==> config.mk <==
export PLATFORM = sky130hd
export DESIGN_NAME = usb_multi_ep_protocol_ctrl
export DESIGN_NICKNAME = d
export VERILOG_FILES = /design/src/rtl/usb_multi_ep_protocol_ctrl.sv
export SDC_FILE = /design/constraint.sdc
export NUM_CORES = 1
export LEC_CHECK = 0
export CORE_MARGIN = 2
export CORE_UTILIZATION = 45
export CTS_CLUSTER_DIAMETER = 50
export DETAILED_ROUTE_END_ITERATION = 12
export GPL_TIMING_DRIVEN = 0
export PLACE_DENSITY = 0.86
export SETUP_SLACK_MARGIN = 0.4
export SLEW_MARGIN = 20
export SYNTH_ARGS = -nofsm -noshare
export SYNTH_HDL_FRONTEND = slang
export SYNTH_SLANG_ARGS = --single-unit
==> constraint.sdc <==
create_clock -name clk -period 2.4 [get_ports clk]
set_clock_uncertainty 0.2 [all_clocks]
set_input_delay 0.36 -clock clk [delete_from_list [all_inputs] [get_ports clk]]
set_output_delay 0.36 -clock clk [all_outputs]
set_load 0.05 [all_outputs]
==> src/rtl/usb_multi_ep_protocol_ctrl.sv <==
// USB bulk protocol controller: token/data-PID sequencing, per-EP DATA0/1 toggles, host-silence timeout.
// Latency: outputs follow the clk edge that samples RX_Packet_Valid/TX_Done (valid one cycle later).
// Backpressure: handshake/data PIDs are held on TX_Packet until TX_Done; tokens arriving mid-transaction are dropped.
module usb_multi_ep_protocol_ctrl #(
  parameter int NUM_EP      = 2,
  parameter int EP_W        = (NUM_EP > 1) ? $clog2(NUM_EP) : 1,
  parameter int BUF_DEPTH   = 64,
  parameter int OCC_W       = $clog2(BUF_DEPTH + 1),
  parameter int TIMEOUT_CYC = 256,
  parameter int TO_W        = $clog2(TIMEOUT_CYC + 1)
) (
  input  logic              clk,
  input  logic              n_rst,
  input  logic              RX_Packet_Valid,
  input  logic [2:0]        RX_Packet,
  input  logic [EP_W-1:0]   RX_Endpoint,
  input  logic [OCC_W-1:0]  Buffer_Occupancy,
  input  logic [OCC_W-1:0]  TX_Packet_Data_Size,
  input  logic              Buffer_Reserved,
  input  logic [NUM_EP-1:0] EP_Enable,
  input  logic [NUM_EP-1:0] Toggle_Clear,
  input  logic              TX_Done,
  output logic [2:0]        TX_Packet,
  output logic [EP_W-1:0]   Active_EP,
  output logic [NUM_EP-1:0] Toggle,
  output logic              RX_Transfer_Active,
  output logic              TX_Transfer_Active,
  output logic              D_Mode,
  output logic              clear,
  output logic              RX_Data_Ready,
  output logic              RX_Error,
  output logic              TX_Error
);

  localparam logic [2:0] PID_IN = 3'b001, PID_OUT = 3'b010, PID_ACK = 3'b011;
  localparam logic [2:0] PID_DATA0 = 3'b100, PID_DATA1 = 3'b101, PID_BAD = 3'b111;
  localparam logic [2:0] TX_NONE = 3'b000, TX_DATA0 = 3'b001, TX_DATA1 = 3'b010;
  localparam logic [2:0] TX_ACK = 3'b011, TX_NAK = 3'b100, TX_STALL = 3'b101;

  typedef enum logic [2:0] {
    S_IDLE, S_OUT_DATA, S_OUT_DISCARD, S_OUT_HS, S_IN_DATA, S_IN_WAIT_ACK, S_IN_HS
  } state_t;

  state_t            state, state_n;
  logic [EP_W-1:0]   active_ep, ep_n;
  logic [2:0]        hs, hs_n;
  logic              fresh, fresh_n;
  logic [NUM_EP-1:0] toggle;
  logic [TO_W-1:0]   to_cnt;
  logic              rdr_q, rxe_q, txe_q, clr_q;
  logic              rdr_n, rxe_n, txe_n, clr_n, flip;
  logic              ep_ok, data_pid, timeout, counting;

  // State register.
  always_ff @(posedge clk or negedge n_rst) begin
    if (!n_rst) state <= S_IDLE;
    else        state <= state_n;
  end

  // Next-state decode plus the side effects (handshake choice, pulses, toggle flip) of each transition.
  always_comb begin
    state_n  = state;
    ep_n     = active_ep;
    hs_n     = hs;
    fresh_n  = fresh;
    rdr_n    = 1'b0;
    rxe_n    = 1'b0;
    txe_n    = 1'b0;
    clr_n    = 1'b0;
    flip     = 1'b0;
    ep_ok    = int'(RX_Endpoint) < NUM_EP;
    data_pid = (RX_Packet == PID_DATA0) || (RX_Packet == PID_DATA1);
    counting = (state == S_OUT_DATA) || (state == S_OUT_DISCARD) || (state == S_IN_WAIT_ACK);
    timeout  = counting && (to_cnt == TO_W'(TIMEOUT_CYC - 1));
    case (state)
      S_IDLE: begin
        if (RX_Packet_Valid && ep_ok && RX_Packet == PID_OUT) begin
          ep_n    = RX_Endpoint;
          fresh_n = 1'b0;
          if (!EP_Enable[RX_Endpoint]) begin
            state_n = S_OUT_DISCARD;
            hs_n    = TX_STALL;
          end else if (Buffer_Occupancy != '0 || Buffer_Reserved) begin
            state_n = S_OUT_DISCARD;
            hs_n    = TX_NAK;
          end else begin
            state_n = S_OUT_DATA;
          end
        end else if (RX_Packet_Valid && ep_ok && RX_Packet == PID_IN) begin
          ep_n = RX_Endpoint;
          if (!EP_Enable[RX_Endpoint]) begin
            state_n = S_IN_HS;
            hs_n    = TX_STALL;
          end else if (Buffer_Reserved || Buffer_Occupancy < TX_Packet_Data_Size) begin
            state_n = S_IN_HS;
            hs_n    = TX_NAK;
            txe_n   = 1'b1;
          end else begin
            state_n = S_IN_DATA;
          end
        end
      end
      S_OUT_DATA: begin
        if (RX_Packet_Valid && data_pid) begin
          state_n = S_OUT_HS;
          hs_n    = TX_ACK;
          // A DATA PID that misses the expected toggle is a retry of data already taken.
          if (RX_Packet[0] == toggle[active_ep]) begin
            flip    = 1'b1;
            fresh_n = 1'b1;
          end else begin
            clr_n = 1'b1;
          end
        end else if ((RX_Packet_Valid && (RX_Packet == PID_BAD || RX_Packet == PID_IN ||
                      RX_Packet == PID_OUT)) || timeout) begin
          state_n = S_IDLE;
          rxe_n   = 1'b1;
          clr_n   = 1'b1;
        end
      end
      S_OUT_DISCARD: begin
        if (RX_Packet_Valid && data_pid) begin
          state_n = S_OUT_HS;
          rxe_n   = 1'b1;
        end else if (timeout) begin
          state_n = S_IDLE;
        end
      end
      S_OUT_HS: begin
        if (TX_Done) begin
          state_n = S_IDLE;
          rdr_n   = fresh;
        end
      end
      S_IN_DATA: begin
        if (TX_Done) state_n = S_IN_WAIT_ACK;
      end
      S_IN_WAIT_ACK: begin
        if (RX_Packet_Valid && RX_Packet == PID_ACK) begin
          state_n = S_IDLE;
          flip    = 1'b1;
        end else if (RX_Packet_Valid || timeout) begin
          state_n = S_IDLE;
          txe_n   = 1'b1;
        end
      end
      S_IN_HS: begin
        if (TX_Done) state_n = S_IDLE;
      end
      default: state_n = S_IDLE;
    endcase
  end

  // Transaction context, one-cycle pulses and the host-silence counter.
  always_ff @(posedge clk or negedge n_rst) begin
    if (!n_rst) begin
      active_ep <= '0;
      hs        <= TX_NONE;
      fresh     <= 1'b0;
      rdr_q     <= 1'b0;
      rxe_q     <= 1'b0;
      txe_q     <= 1'b0;
      clr_q     <= 1'b0;
      to_cnt    <= '0;
    end else begin
      active_ep <= ep_n;
      hs        <= hs_n;
      fresh     <= fresh_n;
      rdr_q     <= rdr_n;
      rxe_q     <= rxe_n;
      txe_q     <= txe_n;
      clr_q     <= clr_n;
      if (state_n != state || !counting) to_cnt <= '0;
      else                               to_cnt <= to_cnt + TO_W'(1);
    end
  end

  // Per-endpoint data toggles; a firmware clear beats a same-cycle flip.
  always_ff @(posedge clk or negedge n_rst) begin
    if (!n_rst) begin
      toggle <= '0;
    end else begin
      for (int i = 0; i < NUM_EP; i++) begin
        if (Toggle_Clear[i])                         toggle[i] <= 1'b0;
        else if (flip && active_ep == EP_W'(i))      toggle[i] <= ~toggle[i];
      end
    end
  end

  // Output decode from registered state.
  always_comb begin
    TX_Packet          = TX_NONE;
    D_Mode             = 1'b0;
    RX_Transfer_Active = 1'b0;
    TX_Transfer_Active = 1'b0;
    clear              = clr_q;
    case (state)
      S_OUT_DATA: begin
        D_Mode             = 1'b1;
        RX_Transfer_Active = 1'b1;
      end
      S_OUT_DISCARD: begin
        D_Mode             = 1'b1;
        RX_Transfer_Active = 1'b1;
        clear              = 1'b1;
      end
      S_OUT_HS: TX_Packet = hs;
      S_IN_DATA: begin
        TX_Transfer_Active = 1'b1;
        TX_Packet          = toggle[active_ep] ? TX_DATA1 : TX_DATA0;
      end
      S_IN_HS: begin
        TX_Packet = hs;
        clear     = clr_q | (hs == TX_NAK);
      end
      default: ;
    endcase
  end

  assign Active_EP     = active_ep;
  assign Toggle        = toggle;
  assign RX_Data_Ready = rdr_q;
  assign RX_Error      = rxe_q;
  assign TX_Error      = txe_q;

endmodule

==> metrics.md <==
| Metric | Value |
|---|---|
| Status | complete, no violations |
| Final ANT Viol Nets | 0 |
| First-pass GRT wire length | about 10000 µm |
| Synth Net Count | about 230 |
| Synthesized cell area | ~0.0017 mm² |
| Seq/Total Area, Yosys | roughly a third |
| Seq pwr share | between 10% and 20% |
| Seq cells post-synth | 23 |
| Distinct cell type count after synthesis | 50 |
| Antenna violations before repair | 0 |
| Row cnt | 22 |
| Clock share of power | under 10% |
| Worst-path clk slew | around 0.1 ns |
| Die area | about 0.0043 mm² |
| Critical path launch point type | register |
| Final worst setup slack | 0.0953 ns |
| R2R Setup Slk | 0.1 ns |
| Critical path type | register to register |
| Synth Area in Adders | under 10% |
| Internal power | between 1.5 and 2 mW |
| Clk_lat worst skew | between 0.2 and 0.3 ns |
| Buffers & Inverters on Critical Path | 1 |
| Die width | between 60 and 70 µm |
| Mean post-synth cell area | ~8.6 µm² |
| Post-Synth XOR/XNOR Area | under 10% |
| Post-route design area | between 0.002 and 0.003 mm² |
| Largest net degree at the start of global routing | 24 |
| Top-area cell type share of the netlist area | between 30% and 40% |
| Fraction of registers with async set/reset | between 90% and 100% |
| Primary FF master, synth | dfrtp_1 |
| Critical Path Max Stage Delay | 0.41 ns |
| Total power per unit cell area | roughly 1100 mW/mm² |
| IO Pins | 40 |
| Core region area | around 0.0036 mm² |
| Leak | about 1.2 nW |
| Final hold vios | 0 |
| Total Routed Length | about 7400 µm |
| Initial DRT Pass Iterations | 5 |
| Multiplexer share of the synthesized area | under 10% |
| Post-synthesis compound-gate area fraction | between 10% and 20% |
| Grt total ovfl | 0 |
| Slew @ Worst Pin | around 0.53 ns |
| # setup viols final | 0 |
| Minimum clock period | approximately 2.3 ns |
| Most common cell in the synthesized netlist | dfrtp_1 |
| Tcrit/Tclk final | 96.0% |
| RePlAce Congestion | 0.929 |
| Slew margin rel. | roughly 65% |
| Final Hold Slack | about 0.3 ns |
| Crit-path cells | ha_2 > and3_4 > nand3_4 > nor2_4 > ha_4 > o21ai_2 > a31oi_1 > a21o_1 > buf_6 > nor4_4 |
| H-tree levels | 1 |
| Max Cap Viol | 0 |
| Commonest cells post-synth | dfrtp_1 (23), o21ai_0 (21), nand2_1 (13) |
| CTS tree | yes |
| Die height | approximately 65 µm |
| Critical path's slowest cell | dfrtp_1 |
| Arr. time, crit path | ~2.3 ns |
| Synth top area cells | dfrtp_1 (34%), o21ai_0 (6.2%), ha_1 (5.9%), nor4_1 (3.7%), a21oi_1 (3.5%) |
| Synth-to-Final Area Change | 70.7% |
| Port Buffer Count | 37 |
| Delay-heaviest family, CP | simple AND/OR/NAND/NOR gates |
| Largest family of logic cells by synthesized area | simple AND/OR/NAND/NOR gates |
| Pins over their slew limit | 0 |
| Residual DRC | 0 |
| Inserted Diodes | 0 |
| Final Power | approximately 3.2 mW |
| Hold WC Path Type | input pin to register |
| RSZ-0062 raised after global routing | yes |
| CTS sink count | 23 |
| Synth warn | 0 |
| Via-per-instance ratio | roughly 6.4 |
| Net Switching | 1.58 mW |
| EDFF count, synth | 0 |
| Iter 0 DRT Violations | 328 |
| Required @ worst endpoint | ~2.4 ns |
| Switching share of power | 49.3% |
| Placement Setup Slack | -0.332 ns |
| CTS Buf Count | 3 |
| Post-Synth Simple-Gate Area | around 27% |
| Area after DPL | 0.00220 mm² |
| Maximum vdd drop | 0.463 mV |
| TNS Setup | 0 ns |
| CTS Root Cell | clkbuf_8 |
| GRT Total Usage | roughly 30% |
| Synth Instances | 196 |
| Post-synth top area cell | dfrtp_1 |
| Share of cells above drive strength 1 | between 40 and 50% |
| Detailed placement HPWL | ~3200 µm |
| Maximum buffer depth of the clock tree | 2 |
| Routed len/inst | between 20 and 25 µm |
| Detailed-route via count | between 2000 and 2500 |
| Initial Util | between 40% and 50% |
| Peak fanout along the critical path | 6 |
| Power share of the combinational group | 74.2% |
| Final nets | 310 |
| Max Freq | about 0.43 GHz |
| Vias in the first global route | about 2000 |
| CP endpoint kind | register |
==> flip-flops by register name, indices dropped and copies added (netlist names) <==
register	count
Active_EP	1
state	3
hs	3
to_cnt	9
clr_q	1
RX_Error	1
fresh	1
Toggle	2
TX_Error	1
RX_Data_Ready	1
==> final cells by class <==
class / count / area, µm²
Multi-Input combinational cell: 152 / 1340
Fill cell: 194 / 743
Clock buffer: 4 / 45.0
Sequential cell: 23 / 576
Buffer: 11 / 143
Timing Repair Buffer: 73 / 678
Inverter: 11 / 45.0
Tap cell: 48 / 60.1
==> per-stage QoR <==
step	instances	utilization, %
after floorplan	196	-
after global placement	281	60.6
after detailed placement	281	60.6
after CTS	311	74.3
after global routing	322	79.5
final	322	79.5
==> power by group through the flow <==
stage               registers, mW  logic [mW]  clock network, mW
finish                      0.558        2.38              0.268
global route                0.563        2.44              0.275
CTS                         0.538        1.95              0.242
detailed placement          0.560        1.53                  0
global placement            0.554        1.51                  0
floorplan                   0.603        1.10                  0
==> kinds of logic (layout without fill, tap and decap cells) <==
| kind of cell | Yosys count | count (layout) |
|---|---|---|
| DFF | 23 | 23 |
| adders and majority gates | 8 | 8 |
| AOI/OAI and AO/OA | 54 | 55 |
| buffers and inverters | 22 | 99 |
| muxes | 4 | 4 |
| and+or+nand+nor | 75 | 75 |
| xor gates and xnor gates | 10 | 10 |
==> per-layer routing <==
layer | vias up | GRT usage, % | part of all wire, %
met5 | - | 0 | 0
met4 | 0 | 10.7 | 4.2
met3 | 41 | 3.77 | 8.8
met2 | 173 | 50.3 | 48
met1 | 967 | 38.4 | 39
li1 | 870 | - | -
==> worst paths after layout <==
kind                            cells after the start          from         to
worst max register to register                     10     to_cnt[0]  to_cnt[3]
min in group asynchronous                           2         n_rst   state[0]
worst min-delay path                                3  RX_Packet[1]      clr_q
worst min register to register                      1         hs[1]      hs[1]
max in group asynchronous                           2         n_rst   RX_Error
worst max-delay path                               10     to_cnt[0]  to_cnt[3]
==> cell usage in the layout, fill, tap and decap left out, types with 5 or more instances in the layout <==
cell type	n
buf_4	29
nor2_1	10
dlygate4sd2_1	11
o21ai_1	9
ha_1	6
o21ai_0	13
buf_8	5
nand3_1	6
xnor2_1	6
nand2_1	11
buf_6	15
nor4_2	5
dfrtp_1	23
a21oi_1	7
clkdlybuf4s50_1	17
nor4_4	5
inv_1	10
==> repair_timing <==
| item | in CTS | in global routing |
|---|---|---|
| setup buffers | 24 | 10 |
| hold buffers | 0 | 1 |
| gates resized for setup | 112 | 33 |
| gates cloned | 2 | 0 |
| pin swaps | 25 | 18 |
| endpoints found under the setup margin | 28 | 27 |
| endpoints found under the hold margin | 0 | 23 |
==> worst min-delay path: stages <==
cell and delay (ns):
buf_4 0.15, o21ai_1 0.12, o21ai_1 0.10
(Power assumes the default switching activity.)
